`config.mk`:
```
export PLATFORM = sky130hd
export DESIGN_NAME = button_event_ctrl
export DESIGN_NICKNAME = d
export VERILOG_FILES = /design/src/rtl/button_event_ctrl.sv
export SDC_FILE = /design/constraint.sdc
export NUM_CORES = 1
export LEC_CHECK = 0
export ABC_CLOCK_PERIOD_IN_PS = 2600
export CORE_MARGIN = 1
export CORE_UTILIZATION = 35
export CTS_CLUSTER_SIZE = 40
export DETAILED_ROUTE_END_ITERATION = 8
export PLACE_DENSITY = 0.48
export SLEW_MARGIN = 10
export SYNTH_ARGS = -nofsm -noshare
export SYNTH_HDL_FRONTEND = slang
export SYNTH_SLANG_ARGS = --single-unit
```
`constraint.sdc`:
```
create_clock -name clk -period 2.6 [get_ports clk]
set_clock_uncertainty 0.1 [all_clocks]
set_input_delay 0.78 -clock clk [delete_from_list [all_inputs] [get_ports clk]]
set_output_delay 0.78 -clock clk [all_outputs]
set_load 0.02 [all_outputs]
```
`src/rtl/button_event_ctrl.sv`:
```
// button_event_ctrl: debounces N push buttons on a slow tick, turns holds into
// PRESS/LONG/REPEAT/RELEASE events and queues them in a small valid/ready FIFO.
module button_event_ctrl #(
  parameter int N_BTN = 4,
  parameter int SAMPLE_DIV = 250000,
  parameter int LONG_TICKS = 100,
  parameter int REPEAT_TICKS = 20,
  parameter int FIFO_DEPTH = 4
) (
  input  logic             clk,
  input  logic             reset,
  input  logic [N_BTN-1:0] btn_raw,
  output logic             evt_valid,
  input  logic             evt_ready,
  output logic [2:0]       evt_btn,
  output logic [1:0]       evt_type,
  output logic [N_BTN-1:0] btn_level,
  output logic             overflow
);
  localparam int CW = $clog2(SAMPLE_DIV);
  localparam int HMAX = LONG_TICKS > REPEAT_TICKS ? LONG_TICKS : REPEAT_TICKS;
  localparam int HW = $clog2(HMAX + 1);
  localparam int AW = $clog2(FIFO_DEPTH);
  localparam int NW = AW + 1;
  localparam logic [1:0] PRESS = 2'd0, LONG = 2'd1, REPEAT = 2'd2, RELEASE = 2'd3;
  typedef enum logic [1:0] {IDLE, PRESSED, HELD} state_e;

  logic [N_BTN-1:0] s1_q, s1_d, s2_q, s2_d, level_q, level_d, pend_q, pend_d;
  logic [CW-1:0] cnt_q, cnt_d;
  logic adv_q, adv_d, ovf_q, ovf_d;
  logic [N_BTN-1:0][3:0] win_q, win_d;
  logic [N_BTN-1:0][HW-1:0] hold_q, hold_d;
  logic [N_BTN-1:0][1:0] ptype_q, ptype_d;
  state_e state_q [N_BTN];
  state_e state_d [N_BTN];
  logic [FIFO_DEPTH-1:0][4:0] mem_q, mem_d;
  logic [AW-1:0] wp_q, wp_d, rp_q, rp_d;
  logic [NW-1:0] fcnt_q, fcnt_d;
  logic tick, push, pop, accept;
  logic [2:0] sel;
  logic [1:0] sel_type;
  logic [HW-1:0] hold_inc;
  logic [N_BTN-1:0] raise;
  logic [N_BTN-1:0][1:0] rtype;

  assign evt_valid = fcnt_q != '0;
  assign evt_btn   = evt_valid ? mem_q[rp_q][4:2] : 3'd0;
  assign evt_type  = evt_valid ? mem_q[rp_q][1:0] : 2'd0;
  assign btn_level = level_q;
  assign overflow  = ovf_q;

  always_comb begin
    tick = cnt_q == CW'(SAMPLE_DIV - 1);
    cnt_d = tick ? '0 : cnt_q + 1'b1;
    adv_d = tick;
    s1_d = btn_raw;
    s2_d = s1_q;
    win_d = win_q;
    level_d = level_q;
    hold_d = hold_q;
    state_d = state_q;
    pend_d = pend_q;
    ptype_d = ptype_q;
    ovf_d = ovf_q;
    mem_d = mem_q;
    wp_d = wp_q;
    rp_d = rp_q;
    raise = '0;
    rtype = '0;
    hold_inc = '0;
    // FSMs step on the clk after the tick, when the freshly shifted window is visible
    for (int i = 0; i < N_BTN; i++) begin
      win_d[i] = tick ? {s2_q[i], win_q[i][3:1]} : win_q[i];
      hold_inc = hold_q[i] + 1'b1;
      if (adv_q && !level_q[i] && win_q[i] == 4'hf) begin
        level_d[i] = 1'b1;
        state_d[i] = PRESSED;
        hold_d[i] = '0;
        raise[i] = 1'b1;
        rtype[i] = PRESS;
      end else if (adv_q && level_q[i] && win_q[i] == 4'h0) begin
        level_d[i] = 1'b0;
        state_d[i] = IDLE;
        raise[i] = 1'b1;
        rtype[i] = RELEASE;
      end else if (adv_q && state_q[i] != IDLE) begin
        hold_d[i] = hold_inc;
        if (state_q[i] == PRESSED && hold_inc == HW'(LONG_TICKS)) begin
          state_d[i] = HELD;
          hold_d[i] = '0;
          raise[i] = 1'b1;
          rtype[i] = LONG;
        end else if (state_q[i] == HELD && hold_inc == HW'(REPEAT_TICKS)) begin
          hold_d[i] = '0;
          raise[i] = 1'b1;
          rtype[i] = REPEAT;
        end
      end
    end
    push = 1'b0;
    sel = '0;
    sel_type = '0;
    for (int i = N_BTN - 1; i >= 0; i--) begin
      if (pend_q[i]) begin
        push = 1'b1;
        sel = 3'(i);
        sel_type = ptype_q[i];
      end
    end
    pop = evt_valid & evt_ready;
    accept = push && (fcnt_q != NW'(FIFO_DEPTH) || pop);
    // a pending entry being pushed this clk is not counted as overwritten
    for (int i = 0; i < N_BTN; i++) begin
      if (push && sel == 3'(i)) pend_d[i] = 1'b0;
      if (raise[i]) begin
        if (pend_d[i]) ovf_d = 1'b1;
        pend_d[i] = 1'b1;
        ptype_d[i] = rtype[i];
      end
    end
    if (push && !accept) ovf_d = 1'b1;
    if (accept) begin
      mem_d[wp_q] = {sel, sel_type};
      wp_d = wp_q + 1'b1;
    end
    if (pop) rp_d = rp_q + 1'b1;
    fcnt_d = fcnt_q + NW'(accept) - NW'(pop);
  end

  always_ff @(posedge clk or negedge reset) begin
    if (!reset) begin
      s1_q <= '0;
      s2_q <= '0;
      cnt_q <= '0;
      adv_q <= 1'b0;
      win_q <= '0;
      level_q <= '0;
      hold_q <= '0;
      state_q <= '{default: IDLE};
      pend_q <= '0;
      ptype_q <= '0;
      ovf_q <= 1'b0;
      mem_q <= '0;
      wp_q <= '0;
      rp_q <= '0;
      fcnt_q <= '0;
    end else begin
      s1_q <= s1_d;
      s2_q <= s2_d;
      cnt_q <= cnt_d;
      adv_q <= adv_d;
      win_q <= win_d;
      level_q <= level_d;
      hold_q <= hold_d;
      state_q <= state_d;
      pend_q <= pend_d;
      ptype_q <= ptype_d;
      ovf_q <= ovf_d;
      mem_q <= mem_d;
      wp_q <= wp_d;
      rp_q <= rp_d;
      fcnt_q <= fcnt_d;
    end
  end
endmodule

```
==> flow_metrics.env <==
export IMPL_status="finished clean"
export IMPL_final_area_mm2=0.00722
export IMPL_grt_pass1_wl_um=20900
export IMPL_ys_ff_latch=119
export IMPL_drt_wl_total_um=12000
export IMPL_dieWidth_um=133
export IMPL_p_leak_uw=0.00326
export IMPL_synthArstFlopShare_pct=100
export IMPL_ys_flop_type="dfrtp_1"
export IMPL_power_density_mw_per_mm2=652
export IMPL_hold_path_class="primary input to async pin"
export IMPL_grt_ovfl_total=0
export IMPL_area_growth_pct=20.2
export IMPL_die_h_um=133
export IMPL_die_area_mm2=0.0177
export IMPL_cp_end_kind="primary output"
export IMPL_dr_pass1_iters=4
export IMPL_nFillCells=1556
export IMPL_drive_gt1_share_pct=17.0
export IMPL_clk_pin_slew_ps=50
export IMPL_maxSlewHeadroom_pct=58.5
export IMPL_critical_path_startpoint_type="flop"
export IMPL_htreeDepth=4
export IMPL_cp_arrival_ps=1710
export IMPL_crit_type="flop to primary output"
export IMPL_ir_worst_vdd_uv=494
export IMPL_pin_count=18
export IMPL_slew_viol_final=0
export IMPL_grt_pass1_vias=4228
export IMPL_initial_core_util_pct=36.1
export IMPL_max_freq_ghz=0.386
export IMPL_maxCapViolations=0
export IMPL_postCtsHoldBufs=0
export IMPL_rsz0062_at_grt="true"
export IMPL_required_ps=1720
export IMPL_drt_iter0_markers=238
export IMPL_n_antenna_cell=0
export IMPL_dp_slack_ps=-414
export IMPL_via_count=4356
export IMPL_dp_cells=819
export IMPL_post_synth_num_cell_types=69
export IMPL_post_route_drc_count=0
export IMPL_port_buffers=16
export IMPL_critical_path_max_fanout=4
export IMPL_synth_avg_cell_area_um2=10.3
export IMPL_cts_tree="done"
export IMPL_core_mm2=0.0166
export IMPL_numCtsBuffers=17
export IMPL_cts_root_buf="clkbuf_16"
export IMPL_synth_cells=582
export IMPL_finish_utilization_pct=43.4
export IMPL_vias_per_cell=5.09
export IMPL_grt_usage_pct=15.0
export IMPL_clockBufferDepth=2
export IMPL_wire_per_inst_um=14.0
export IMPL_place_gp_congestion=0.809
export IMPL_finalCritPeriodShare_pct=99.5
export IMPL_setup_ws_ps=12.1
export IMPL_fin_nets=645
export IMPL_synth_net_count=605
export IMPL_setup_viol=0
export IMPL_clock_latency_ps=410
export IMPL_ant_nets=0
export IMPL_final_hold_viol_count=0
export IMPL_worst_pin_slew_ps=618
export IMPL_layout_cells_non_filler=855
export IMPL_dpl_cell_area_mm2=0.00655
export IMPL_cts_sinks=119
export IMPL_rows=47
export IMPL_hold_slack_ps=247
export IMPL_grt_max_degree=55
export IMPL_fin_crit_ps=2590
export IMPL_yosys_warnings=0
export IMPL_yosysSeqAreaShare_pct=49.6
export IMPL_dpl_hpwl_um=8380
export IMPL_synth_edf_count=0
export IMPL_multi_input_area_mm2=0.00294
export IMPL_antenna_found_initial=0
export IMPL_synth_area_mm2=0.00601
export IMPL_regArea_mm2=0.00298
==> cell usage in the layout (no fill, tap or decap), types with 14 or more instances in the layout <==
master / instances
nand2_1: 69
nor2_1: 41
nor3_1: 15
mux2_2: 28
o21ai_0: 34
xor2_1: 19
dfrtp_1: 118
inv_1: 18
clkbuf_16: 17
buf_4: 18
a21o_1: 14
ha_1: 15
nand3_1: 21
==> cell type report <==
cell class	count	area share [%]
repair buffers	35	4.71
inverters	19	0.988
multi-input cells	430	40.8
clock buffers	22	6.43
clock inverters	10	2.01
flip-flops and latches	119	41.3
well taps	220	3.81
==> power breakdown <==
group | switching, uW | internal [uW]
combinational | 147 | 192
sequential | 54.7 | 1910
clock | 843 | 1560
total | 1050 | 3660
==> state kept, by name, indices dropped and copies added, names as in the netlist, 4 cells and up <==
signal,flops
pend_q,4
s2_q,4
cnt_q,18
mem_q,16
s1_q,4
state_q,8
ptype_q,8
hold_q,28
win_q,16
btn_level,4
==> synth_stat cells (2+ instances only) <==
cell type / number / share of area, %
xor2_1: 19 / 2.8
o31ai_1: 2 / 0.25
dfrtp_1: 119 / 50
o21ai_0: 34 / 2.8
o22ai_1: 2 / 0.21
nand2b_1: 8 / 0.83
inv_1: 18 / 1.1
o211ai_1: 3 / 0.37
mux2_2: 28 / 5.2
ha_1: 15 / 3.1
a21boi_0: 3 / 0.37
a22o_1: 3 / 0.44
o21a_1: 8 / 1.0
and3_1: 6 / 0.63
o2111ai_1: 2 / 0.29
and3b_1: 2 / 0.29
a21bo_2: 2 / 0.33
nand3_1: 21 / 1.7
a211oi_1: 2 / 0.25
or3_1: 9 / 0.94
a221oi_1: 3 / 0.44
and2_1: 13 / 1.4
nor3b_1: 3 / 0.37
buf_2: 2 / 0.17
nand4b_1: 2 / 0.29
a21oi_1: 12 / 1.0
nor2_1: 41 / 2.6
a2111o_1: 2 / 0.37
clkbuf_1: 10 / 0.63
a21o_1: 14 / 1.7
nand2_1: 69 / 4.3
nor2b_1: 7 / 0.73
o21ai_1: 4 / 0.33
mux4_2: 4 / 1.5
or2_2: 3 / 0.31
xnor2_1: 11 / 1.6
a31oi_1: 11 / 1.1
nor4bb_1: 2 / 0.33
nand4_1: 10 / 1.0
nor4b_1: 3 / 0.44
nor4_1: 6 / 0.63
a221o_1: 2 / 0.33
nand3b_1: 2 / 0.25
nor3_1: 15 / 1.2
==> repair_timing <==
| action | 4_1_cts | 5_1_grt |
|---|---|---|
| resized for setup | 18 | 15 |
| pin swaps | 0 | 1 |
| endpoints found under the setup margin | 5 | 5 |
| buffers inserted | 4 | 0 |
==> path summary, 6_finish.rpt <==
| check | startpoint | endpoint | slack [ps] | depth (start not counted) |
|---|---|---|---|---|
| max | rp_q[0]$_DFFE_PN0P_ | evt_btn[0] | 10 | 4 |
| max in group asynchronous | reset | hold_q[18]$_DFFE_PN0P_ | 1490 | 2 |
| max reg2reg | fcnt_q[0]$_DFF_PN0_ | fcnt_q[2]$_DFF_PN0_ | 160 | 9 |
| min reg2reg | s1_q[3]$_DFF_PN0_ | s2_q[3]$_DFF_PN0_ | 250 | 0 |
| min in group clk | s1_q[3]$_DFF_PN0_ | s2_q[3]$_DFF_PN0_ | 250 | 0 |
| min | reset | hold_q[9]$_DFFE_PN0P_ | 250 | 1 |
==> logic make-up (layout without fill, tap and decap cells) <==
| family | count (synthesis) | count (layout) | synth area share, % |
|---|---|---|---|
| buffers and inverters | 33 | 86 | 2.19 |
| AND/OR/NAND/NOR | 229 | 229 | 19.5 |
| multiplexers | 32 | 32 | 6.75 |
| adder cells (fa/ha/maj) | 16 | 16 | 3.46 |
| other | 1 | 1 | 0.0624 |
| AO/OA/AOI/OAI | 122 | 122 | 14.1 |
| XOR/XNOR | 30 | 30 | 4.37 |
| flip-flops | 119 | 119 | 49.6 |
==> metal layers <==
| metal | part of all wire (%) | up-vias | GRT usage (%) |
|---|---|---|---|
| li1 | - | 2173 | - |
| met1 | 51 | 2124 | 20.4 |
| met2 | 45 | 51 | 22.6 |
| met3 | 3.3 | 8 | 4.71 |
| met4 | 0.84 | 0 | 5.17 |
| met5 | 0 | - | 0 |
==> per-stage QoR <==
| stage | total power [uW] | setup TNS, ps |
|---|---|---|
| detailed placement | 2250 | -738 |
| CTS | 4750 | -20.7 |
| global route | 4930 | -143 |
| floorplan | 2140 | 0 |
| global placement | 2240 | -550 |
| finish | 4700 | 0 |
==> critical path, cell delays in order (launching register included) <==
cell and delay, ps:
dfrtp_2 390, buf_4 120, mux4_2 480, and2_4 160
buf_4 150
Power figures use the tool's default switching activity.
